File: config.mk
export PLATFORM = sky130hd
export DESIGN_NAME = lcd_text_sequencer
export DESIGN_NICKNAME = d
export VERILOG_FILES = /design/src/rtl/lcd_text_sequencer.sv
export SDC_FILE = /design/constraint.sdc
export NUM_CORES = 1
export LEC_CHECK = 0
export BUFFER_PORTS_ARGS = -buffer_cell sky130_fd_sc_hd__buf_2
export CAP_MARGIN = 20
export CELL_PAD_IN_SITES_DETAIL_PLACEMENT = 1
export CELL_PAD_IN_SITES_GLOBAL_PLACEMENT = 1
export CORE_AREA = 3 3 89 91
export CTS_CLUSTER_DIAMETER = 120
export DETAILED_ROUTE_END_ITERATION = 10
export DIE_AREA = 0 0 92 94
export PLACE_DENSITY_LB_ADDON = 0.05
export RECOVER_POWER = 25
export SLEW_MARGIN = 20
export SYNTH_ARGS = -nofsm -noshare
export SYNTH_HDL_FRONTEND = slang
export SYNTH_SLANG_ARGS = --single-unit
File: constraint.sdc
create_clock -name clock -period 2.95 [get_ports clock]
set_input_delay 0.295 -clock clock [delete_from_list [all_inputs] [get_ports clock]]
set_output_delay 0.295 -clock clock [all_outputs]
set_load 0.005 [all_outputs]
File: src/rtl/lcd_text_sequencer.sv
// Purpose: turns keyboard characters into LCD driver command words and tracks the cursor (row 0..1, col 0..15).
// Latency: an accepted character issues its first lcd_cmd pulse the next cycle; later steps wait for the driver's busy/done handshake.
// Backpressure: char_ready is high only in IDLE; the driver paces the sequencer through lcd_busy.
//
// Ports:
//   clock, internal_reset_n      : system clock, async active-low reset
//   char_in/char_valid/char_ready: character input handshake
//   lcd_busy                     : driver busy flag
//   lcd_cmd/lcd_cmd_valid        : {rs, data} word and its one-cycle strobe
//   cur_row/cur_col              : current cursor position
module lcd_text_sequencer #(
    parameter int ACK_TIMEOUT = 8,
    parameter int SYNC_CYCLES = 4
) (
    input  logic       clock,
    input  logic       internal_reset_n,
    input  logic [7:0] char_in,
    input  logic       char_valid,
    output logic       char_ready,
    input  logic       lcd_busy,
    output logic [8:0] lcd_cmd,
    output logic       lcd_cmd_valid,
    output logic       cur_row,
    output logic [3:0] cur_col
);

    localparam logic [2:0] S_SYNC      = 3'd0;
    localparam logic [2:0] S_IDLE      = 3'd1;
    localparam logic [2:0] S_ISSUE     = 3'd2;
    localparam logic [2:0] S_WAIT_ACK  = 3'd3;
    localparam logic [2:0] S_WAIT_DONE = 3'd4;

    localparam int          CNT_W     = 16;
    localparam logic [8:0]  CMD_CLEAR = 9'h001;
    localparam logic [8:0]  CMD_SPACE = 9'h120;

    logic [2:0]       state;
    // Shared counter: consecutive busy-low cycles in SYNC, ack wait cycles in WAIT_ACK.
    logic [CNT_W-1:0] cnt;
    logic [2:0][8:0]  steps;
    logic [1:0]       step_len;
    logic [1:0]       step_idx;
    logic [8:0]       cmd_q;
    logic             row_q;
    logic [3:0]       col_q;

    logic [2:0][8:0]  dec_steps;
    logic [1:0]       dec_len;
    logic             dec_row;
    logic [3:0]       dec_col;

    // Set-DDRAM-address command, rs=0; row 1 starts at 0x40.
    function automatic logic [8:0] lcd_addr(input logic r, input logic [3:0] c);
        return {2'b01, r, 2'b00, c};
    endfunction

    // Character decode: the step list and the cursor position after this character.
    always_comb begin
        dec_steps = '0;
        dec_len   = 2'd0;
        dec_row   = row_q;
        dec_col   = col_q;
        if (char_in >= 8'h20 && char_in <= 8'h7E) begin
            dec_steps[0] = {1'b1, char_in};
            if (col_q == 4'd15) begin
                // The driver's auto-increment does not wrap onto the other row, so
                // follow the character with an explicit move.
                dec_col      = 4'd0;
                dec_row      = ~row_q;
                dec_steps[1] = lcd_addr(~row_q, 4'd0);
                dec_len      = 2'd2;
            end else begin
                dec_col = col_q + 4'd1;
                dec_len = 2'd1;
            end
        end else begin
            case (char_in)
                8'h0D: begin
                    dec_row      = ~row_q;
                    dec_col      = 4'd0;
                    dec_steps[0] = lcd_addr(~row_q, 4'd0);
                    dec_len      = 2'd1;
                end
                8'h08: begin
                    // Move back, blank the cell, then move back again so the
                    // cursor sits on the erased cell.
                    if (col_q != 4'd0) begin
                        dec_col      = col_q - 4'd1;
                        dec_steps[0] = lcd_addr(row_q, col_q - 4'd1);
                        dec_steps[1] = CMD_SPACE;
                        dec_steps[2] = lcd_addr(row_q, col_q - 4'd1);
                        dec_len      = 2'd3;
                    end else if (row_q) begin
                        dec_row      = 1'b0;
                        dec_col      = 4'd15;
                        dec_steps[0] = lcd_addr(1'b0, 4'd15);
                        dec_steps[1] = CMD_SPACE;
                        dec_steps[2] = lcd_addr(1'b0, 4'd15);
                        dec_len      = 2'd3;
                    end
                end
                8'h1B: begin
                    dec_row      = 1'b0;
                    dec_col      = 4'd0;
                    dec_steps[0] = CMD_CLEAR;
                    dec_len      = 2'd1;
                end
                default: ;
            endcase
        end
    end

    always_ff @(posedge clock or negedge internal_reset_n) begin
        if (!internal_reset_n) begin
            state    <= S_SYNC;
            cnt      <= '0;
            steps    <= '0;
            step_len <= 2'd0;
            step_idx <= 2'd0;
            cmd_q    <= 9'h000;
            row_q    <= 1'b0;
            col_q    <= 4'd0;
        end else begin
            case (state)
                S_SYNC: begin
                    if (lcd_busy) begin
                        cnt <= '0;
                    end else if (cnt == CNT_W'(SYNC_CYCLES - 1)) begin
                        steps[0] <= CMD_CLEAR;
                        step_len <= 2'd1;
                        step_idx <= 2'd0;
                        row_q    <= 1'b0;
                        col_q    <= 4'd0;
                        cnt      <= '0;
                        state    <= S_ISSUE;
                    end else begin
                        cnt <= cnt + 1'b1;
                    end
                end
                S_IDLE: begin
                    // char_ready is implied by being in IDLE.
                    if (char_valid) begin
                        row_q    <= dec_row;
                        col_q    <= dec_col;
                        steps    <= dec_steps;
                        step_len <= dec_len;
                        step_idx <= 2'd0;
                        if (dec_len != 2'd0) state <= S_ISSUE;
                    end
                end
                S_ISSUE: begin
                    cmd_q <= steps[step_idx];
                    cnt   <= '0;
                    state <= S_WAIT_ACK;
                end
                S_WAIT_ACK: begin
                    if (lcd_busy) begin
                        state <= S_WAIT_DONE;
                    end else if (cnt == CNT_W'(ACK_TIMEOUT - 1)) begin
                        // Driver never acknowledged: drop the rest and resync.
                        step_len <= 2'd0;
                        step_idx <= 2'd0;
                        cnt      <= '0;
                        state    <= S_SYNC;
                    end else begin
                        cnt <= cnt + 1'b1;
                    end
                end
                S_WAIT_DONE: begin
                    if (!lcd_busy) begin
                        if ((step_idx + 2'd1) < step_len) begin
                            step_idx <= step_idx + 2'd1;
                            state    <= S_ISSUE;
                        end else begin
                            step_len <= 2'd0;
                            state    <= S_IDLE;
                        end
                    end
                end
                default: state <= S_SYNC;
            endcase
        end
    end

    assign char_ready    = (state == S_IDLE);
    assign lcd_cmd_valid = (state == S_ISSUE);
    // The word is live during ISSUE and held in cmd_q afterwards.
    assign lcd_cmd       = lcd_cmd_valid ? steps[step_idx] : cmd_q;
    assign cur_row       = row_q;
    assign cur_col       = col_q;

endmodule

==> results_dict.tcl, run 1 <==
set metrics [dict create \
    setup_viol 0 \
    drc 0 \
    cts-root-buf "clkbuf_8" \
    synthToLayoutAreaGrowth_pct 12.9 \
    ant_nets 0 \
    synth_cell_type_count 60 \
    wl_per_cell_um 17.7 \
    powerDensity_nw_per_um2 789 \
    combPwrFrac 0.403 \
    postCtsSetupBuffers 0 \
    crit_path_end_kind "primary output" \
    status "completed" \
    hp-start "char_in[1]" \
    rows 31 \
    critPathArrivalTime_ps 2130 \
    grt_pass1_vias 2625 \
    antenna_found_initial 0 \
    clock_sinks 54 \
    postCtsResizedCells 0 \
    layout-drive-gt1-share 0.153 \
    grt-ovfl-total 0 \
    gp_congestion 0.822 \
    setup_tns_ps 0 \
    slowest_stage "dfrtp_1" \
    dpl.cell_count 444 \
    drv_slew 0 \
    internal_power_uw 1590 \
    slew_headroom 0.0811 \
    cpPeakStageDelay_ps 540 \
    ioPinCount 28 \
    start_kind "register" \
    yosys_warnings 0 \
    grt_max_degree 55 \
    crit_chain "nor2b_1 -> nand2_1 -> o31ai_1 -> buf_2" \
    syn-num-nets 338 \
    fin_area_um2 3390 \
    p_leak_uw 0.00152 \
    synth-seq-area-share 0.450 \
    rsz0062_at_grt "no" \
    worstSetupPathType "reg -> out" \
    postSynth.asyncResetShare 1.00 \
    viasPerCell 5.66 \
    synth.area.top_cells "dfrtp_1, nand2_1, nor2_1" \
    period_share 0.823 \
    n_antenna_cell 0 \
    hp-class "in -> reg" \
    peakVddDrop_v 0.000310 \
    yosysTopAreaCellShare 0.450 \
    fin_crit_ps 2430 \
    numCtsBuffers 5 \
    start_util 0.416 \
    fin_cells 452 \
    grt_usage 0.201 \
    skew_ps 9.39 \
    cp-startpoint "state[2]$_DFFE_PN0P_" \
    clock_path_buffers 2 \
    sequentialPowerShare 0.399 \
    synthCells 322 \
    ctsHtreeMaxLevel 2 \
    final_util 0.470 \
    cts-hold-fix-buffers 0 \
    max_freq_mhz 412 \
    p_switching_uw 1090 \
    synthFlopType "dfrtp_1" \
    placed_area_um2 3280 \
    dpl.hpwl_mm 5.94 \
    crit_buf_inv 1 \
    nNetsFinal 368 \
    insertion_delay_ps 310 \
    power_switching_share 0.407 \
    yosys.area.top_type "dfrtp_1" \
    power.share.clock 0.197 \
    synth_edf_count 0 \
    wirelength_mm 8.02 \
    core_um2 7210 \
    cts_tree "yes" \
    grt_pass1_wl_mm 13.9 \
    path_clk_slew_ps 110 \
    ys_ff_latch 54 \
    die_x_um 92 \
    die_area_um2 8650 \
    crit_required_ps 2650 \
    tightest_slew_ps 1380 \
    crit_family "simple AND/OR/NAND/NOR gates" \
    vias 2558 \
    synthesis.area_um2 3000 \
    fp.dieH_um 94 \
    final-hold-violation-count 0 \
    syn_avg_cell_area_um2 9.33 \
    io_buffers 27 \
    worstPathMaxFanout 20 \
    drt-initial-drc-count 116 \
    rr_startpoint "cur_col[0]$_DFFE_PN0P_" \
    total_power_uw 2680 \
    drv_cap 0 \
    dr.pass1.iters 4 \
]
worst paths after layout:
check	cells past startpoint	to	slack (ps)
worst max-delay path	4	lcd_cmd[0]	520
worst min-delay path	3	steps[1]$_DFFE_PN0P_	270
worst max register to register	7	cur_col[2]$_DFFE_PN0P_	540
worst min register to register	2	cmd_q[2]$_DFF_PN0_	480
max in group asynchronous	2	step_len[0]$_DFFE_PN0P_	1760
min in group asynchronous	2	cnt[13]$_DFFE_PN0P_	380
worst reg2reg max path, stage by stage, from the launching register on:
cell,delay [ps]
dfrtp_1,480
inv_1,120
ha_1,250
or3b_1,470
o2111a_2,350
nor4_4,350
nor4_1,110
a211oi_2,210
cells in the mapped netlist (3+ instances only):
cell type and count:
a21oi_1 10, xor2_1 13, inv_1 10, ha_1 4, nor4_1 5, a21o_1 7
nor2_1 31, o21ai_0 16, nand4_1 11, mux2_2 4, nand2_1 43, mux2i_1 8
nor3_1 5, and3_1 6, dfrtp_1 54, clkbuf_1 8, nand3_1 11, o31ai_1 12
nand2b_1 4, and4_1 3
flip-flops by register name (all words and copies together) (netlist names):
register  cells
step_idx      2
step_len      2
cnt          16
cur_row       1
steps        17
state         3
cmd_q         9
cur_col       4
per-layer routing:
metal | GRT usage | vias up | part of all wire
met5 | 0 | - | 0
met4 | 0.0408 | 0 | 0.0066
met3 | 0.0240 | 4 | 0.029
met2 | 0.305 | 39 | 0.44
met1 | 0.308 | 1266 | 0.52
li1 | - | 1249 | -
logic make-up (layout without fill, tap and decap cells):
family | count (synthesis) | in the layout | synth area share
multiplexers | 12 | 12 | 0.0416
buffers and inverters | 22 | 53 | 0.0283
AND/OR/NAND/NOR | 131 | 131 | 0.217
flip-flops | 54 | 54 | 0.450
adder cells (fa/ha/maj) | 4 | 4 | 0.0167
AO/OA/AOI/OAI | 84 | 84 | 0.203
XOR/XNOR | 15 | 15 | 0.0437
stage by stage:
step	setup slack, ps	hold slack (ps)
after floorplan	767	-0.591
after global placement	588	453
after detailed placement	536	463
after CTS	462	136
after global routing	147	279
final	522	273
cells in the final DEF (no fill, tap or decap), types with 3 or more instances in the layout:
cell type   n
and3_1      6
nand2b_1    4
and4_1      3
inv_1      10
a21o_1      7
mux2i_1     8
nor3_1      5
dfrtp_1    54
buf_2      27
nand3_1    11
nand4_1    11
buf_4       7
nand2_1    43
o21ai_0    16
clkbuf_8    5
nor2_1     31
a21oi_1    10
nor4_1      5
ha_1        4
mux2_2      4
o31ai_1    12
xor2_1     13
power by group through the flow:
stage                     Combinational (µW)  Clock (µW)  Sequential, µW
after floorplan                          773           0            1000
after global placement                  1060           0            1080
after detailed placement                1080           0            1090
after CTS                               1090         542            1070
after global routing                    1230         576            1100
final                                   1080         528            1070
area by class of cell:
class | instances | area [µm²]
Fill cell | 875 | 3820
Clock inverter | 3 | 48.8
Tap cell | 99 | 124
Inverter | 10 | 37.5
Sequential cell | 54 | 1350
Timing Repair Buffer | 35 | 193
Multi-Input combinational cell | 246 | 1570
Clock buffer | 5 | 68.8
Note: power is estimated with default switching activity, not from simulation.
==> run 2: changes to the inputs <==
==> constraint.sdc (replaced) <==
create_clock -name clock -period 2.25 [get_ports clock]
set_input_delay 0.225 -clock clock [delete_from_list [all_inputs] [get_ports clock]]
set_output_delay 0.225 -clock clock [all_outputs]
set_load 0.005 [all_outputs]
==> results_dict.tcl, run 2 (synthesis results as in run 1) <==
set metrics [dict create \
    status "completed" \
    layout_common_cells "dfrtp_1, nand2_1, nor2_1" \
    setup_viol 0 \
    die_area_um2 8650 \
    max_freq_mhz 480 \
    dr.pass1.iters 4 \
    drc 0 \
    clock_sinks 54 \
    wl_per_cell_um 17.5 \
    critPathArrivalTime_ps 2290 \
    top_regs "steps (17), cnt (16), cmd_q (9)" \
    start_kind "register" \
    nNetsFinal 392 \
    r2r_setup_slack_ps 170 \
    cts-root-buf "clkbuf_8" \
    drv_cap 0 \
    core_um2 7210 \
    hp-class "in -> reg" \
    cpPeakStageDelay_ps 460 \
    grt-ovfl-total 0 \
    p_leak_uw 0.00164 \
    regMostFlops "steps" \
    dp_slack_ps -66.3 \
    worstPathMaxFanout 8 \
    wirelength_mm 8.32 \
    crit_path_end_kind "register" \
    peakVddDrop_v 0.000596 \
    numCtsBuffers 5 \
    hp-start "char_in[1]" \
    slew_headroom 0.0114 \
    die_x_um 92 \
    cpMostUsedCell "nand2_1" \
    crit_required_ps 2460 \
    n_antenna_cell 0 \
    vias 2669 \
    multi_input_area_um2 1600 \
    cp-startpoint "state[2]$_DFFE_PN0P_" \
    cts_tree "yes" \
    rr_startpoint "state[2]$_DFFE_PN0P_" \
    path_clk_slew_ps 110 \
    start_util 0.416 \
    fin_crit_ps 2080 \
    slowest_stage "dfrtp_1" \
    rsz0062_at_grt "no" \
    gp_congestion 0.830 \
    drv_slew 0 \
    grt_pass1_wl_mm 14.2 \
    synthToLayoutAreaGrowth_pct 20.1 \
    clock_path_buffers 2 \
    grt_pass1_vias 2837 \
    final_common_cell "dfrtp_1" \
    tightest_slew_ps 1480 \
    regArea_um2 1350 \
    dpl.hpwl_mm 6.33 \
    ant_nets 0 \
    layout-drive-gt1-share 0.220 \
    powerDensity_nw_per_um2 1010 \
    largest_reg_flops 17 \
    io_buffers 27 \
    fillCellCount 863 \
    viasPerCell 5.61 \
    grt_usage 0.206 \
    ioPinCount 28 \
    period_share 0.926 \
    insertion_delay_ps 310 \
    rows 31 \
    grt_max_degree 31 \
    final-hold-violation-count 0 \
    drt-initial-drc-count 103 \
    skew_ps 14.9 \
    crit_chain "nor2_1 -> nand2_1 -> inv_1 -> nand2_1 -> o311ai_0 -> mux2_2" \
    fin_ws_ps 166 \
    fp.dieH_um 94 \
    worstSetupPathType "reg -> reg" \
    antenna_found_initial 0 \
    total_power_uw 3640 \
    ctsHtreeMaxLevel 2 \
]
## run 2: through the flow
step / cell area [µm²] / std cells / hold slack [ps] / util / TNS (ps)
after floorplan: 3000 / 322 / -70.6 / - / 0
after global placement: 3470 / 466 / 270 / 0.480 / 0
after detailed placement: 3470 / 466 / 275 / 0.480 / -66.3
after CTS: 3580 / 475 / 186 / 0.496 / 0
after global routing: 3610 / 476 / 202 / 0.500 / 0
final: 3610 / 476 / 191 / 0.500 / 0
## run 2: power by group
part,leakage [µW],switching (µW),internal (µW),total [µW]
registers,0.000730,148,1170,1320
logic,0.000868,998,765,1760
clock network,0.0000441,339,220,559
total,0.00164,1490,2150,3640
## run 2: final timing paths
path	depth (start not counted)	to
worst max-delay path	6	cur_row$_DFFE_PN0P_
worst min-delay path	3	steps[1]$_DFFE_PN0P_
worst max register to register	6	cur_row$_DFFE_PN0P_
worst min register to register	2	cmd_q[2]$_DFF_PN0_
max in group asynchronous	2	state[1]$_DFFE_PN0P_
min in group asynchronous	2	cnt[9]$_DFFE_PN0P_
## run 2: final cells by class
type,count,share of cell area
clock buffer,5,0.0191
clock inverter,3,0.00589
inverter,10,0.0104
multi-input combinational,246,0.445
sequential,54,0.374
tap,99,0.0343
timing repair buffer,59,0.111
## run 2: worst max-delay path: cells and delay by family (launching register included)
family	cells	cell delay (ps)
flops	1	460
mux	1	380
compound gates	1	450
buf+inv	1	180
simple gates	3	520
## run 2: per-layer routing
layer | part of all wire | up-vias | track usage
li1 | - | 1303 | -
met1 | 0.51 | 1332 | 0.299
met2 | 0.46 | 30 | 0.328
met3 | 0.022 | 4 | 0.0272
met4 | 0.0072 | 0 | 0.0446
met5 | 0 | - | 0
## run 2: what timing repair did
action | in CTS | in global routing
cloned | 0 | 0
setup buffers | 0 | 1
hold buffers | 1 | 0
gates resized for setup | 3 | 6
setup endpoints to repair | 11 | 17
pin swaps | 0 | 3
hold endpoints to repair | 24 | 0
==> run 3: changes to the inputs <==
--- a/config.mk
+++ b/config.mk
@@ -13,8 +13,9 @@
 export CTS_CLUSTER_DIAMETER = 120
 export DETAILED_ROUTE_END_ITERATION = 10
 export DIE_AREA = 0 0 92 94
+export HOLD_SLACK_MARGIN = 0.1
+export MAX_ROUTING_LAYER = met4
 export PLACE_DENSITY_LB_ADDON = 0.05
-export RECOVER_POWER = 25
 export SLEW_MARGIN = 20
 export SYNTH_ARGS = -nofsm -noshare
 export SYNTH_HDL_FRONTEND = slang
==> results_dict.tcl, run 3 (synthesis results as in run 1) <==
set metrics [dict create \
    status "completed" \
    fin_area_um2 3610 \
    tightest_slew_ps 645 \
    hp-class "in -> reg" \
    regMostFlops "steps" \
    gp_congestion 0.843 \
    n_antenna_cell 0 \
    die_x_um 92 \
    die_area_um2 8650 \
    fillCellCount 862 \
    wl_per_cell_um 17.5 \
    worstPathMaxFanout 8 \
    worstSetupPathType "reg -> reg" \
    max_freq_mhz 479 \
    core_um2 7210 \
    internal_power_uw 2150 \
    ioPinCount 28 \
    holdWs_ps 191 \
    insertion_delay_ps 310 \
    p_switching_uw 1480 \
    fp.dieH_um 94 \
    final-hold-violation-count 0 \
    period_share 0.928 \
    rows 31 \
    start_kind "register" \
    fin_crit_ps 2090 \
    viasPerCell 5.59 \
    io_buffers 27 \
    vias 2662 \
    grt-ovfl-total 0 \
    layout_common_cells "dfrtp_1, nand2_1, nor2_1" \
    numCtsBuffers 5 \
    layout-drive-gt1-share 0.223 \
    combPwrFrac 0.485 \
    setup_viol 0 \
    grt_pass1_wl_mm 14.2 \
    grt_pass1_vias 2835 \
    power_switching_share 0.408 \
    skew_ps 12.7 \
    dpl.hpwl_mm 6.33 \
    top_regs "steps (17), cnt (16), cmd_q (9)" \
    cts_tree "yes" \
    placed_area_um2 3470 \
    clock_path_buffers 2 \
    drt-initial-drc-count 117 \
    regArea_um2 1350 \
    ant_nets 0 \
    grt_max_degree 31 \
    sequentialPowerShare 0.362 \
    wirelength_mm 8.35 \
    critPathArrivalTime_ps 2300 \
    multi_input_area_um2 1600 \
    drv_cap 0 \
    peakVddDrop_v 0.000596 \
    p_leak_uw 0.00164 \
    crit_required_ps 2460 \
    final_common_cell "dfrtp_1" \
    cts-root-buf "clkbuf_8" \
    largest_reg_flops 17 \
    path_clk_slew_ps 110 \
    drv_slew 0 \
    rsz0062_at_grt "no" \
    slew_headroom 0.569 \
    powerDensity_nw_per_um2 1010 \
    power.share.clock 0.153 \
    antenna_found_initial 0 \
    ctsHtreeMaxLevel 2 \
    crit_path_end_kind "register" \
    synthToLayoutAreaGrowth_pct 20.2 \
    grt_usage 0.211 \
    clock_sinks 54 \
    nNetsFinal 392 \
    start_util 0.416 \
    dr.pass1.iters 4 \
    drc 0 \
]
==> run 3: through the flow <==
stage / power (µW) / TNS (ps) / cells / setup WS, ps / utilization
after floorplan: 2330 / 0 / 322 / 66.6 / -
after global placement: 3020 / 0 / 466 / 86.6 / 0.480
after detailed placement: 3070 / -66.3 / 466 / -66.3 / 0.480
after CTS: 3650 / 0 / 475 / 18.0 / 0.496
after global routing: 3950 / 0 / 476 / 21.7 / 0.500
final: 3640 / 0 / 476 / 162 / 0.500
==> run 3: layer usage <==
metal	part of all wire	vias up	global-route usage	wire, µm
met5	0	-	-	0
met4	0.0073	0	0.0446	61
met3	0.022	4	0.0272	187
met2	0.46	29	0.329	3860
met1	0.51	1330	0.298	4240
li1	-	1299	-	-
==> run 3: worst paths after layout <==
check,startpoint,slack [ps],cells after the start,end
max,state[2]$_DFFE_PN0P_,160,6,cur_row$_DFFE_PN0P_
min in group asynchronous,internal_reset_n,470,2,cnt[9]$_DFFE_PN0P_
min,char_in[1],190,3,steps[1]$_DFFE_PN0P_
max in group asynchronous,internal_reset_n,1220,3,cmd_q[2]$_DFF_PN0_
max reg2reg,state[2]$_DFFE_PN0P_,160,6,cur_row$_DFFE_PN0P_
min reg2reg,cmd_q[2]$_DFF_PN0_,480,2,cmd_q[2]$_DFF_PN0_
==> run 3: critical path, stage by stage (launching register included) <==
cell      delay [ps]
dfrtp_1          460
nor2_1           200
nand2_1          160
inv_1            190
nand2_1          170
o311ai_0         450
mux2_2           380
==> run 3: layout make-up <==
type,instances,share of cell area
sequential,54,0.374
clock buffer,5,0.0191
timing repair buffer,59,0.112
clock inverter,3,0.00589
inverter,10,0.0104
multi-input combinational,246,0.444
tap,99,0.0343
==> run 3: repair_timing <==
item | in CTS | in global routing
endpoints found under the setup margin | 11 | 17
pin swaps | 0 | 3
hold buffers | 1 | 0
hold endpoints to repair | 24 | 0
resized for setup | 3 | 6
setup buffers | 0 | 1
==> run 3: power groups by stage <==
stage	combinational, µW	clock [µW]	sequential (µW)
floorplan	1010	0	1310
global placement	1680	0	1340
detailed placement	1730	0	1340
finish	1760	558	1320
CTS	1750	582	1320
global route	1970	625	1350
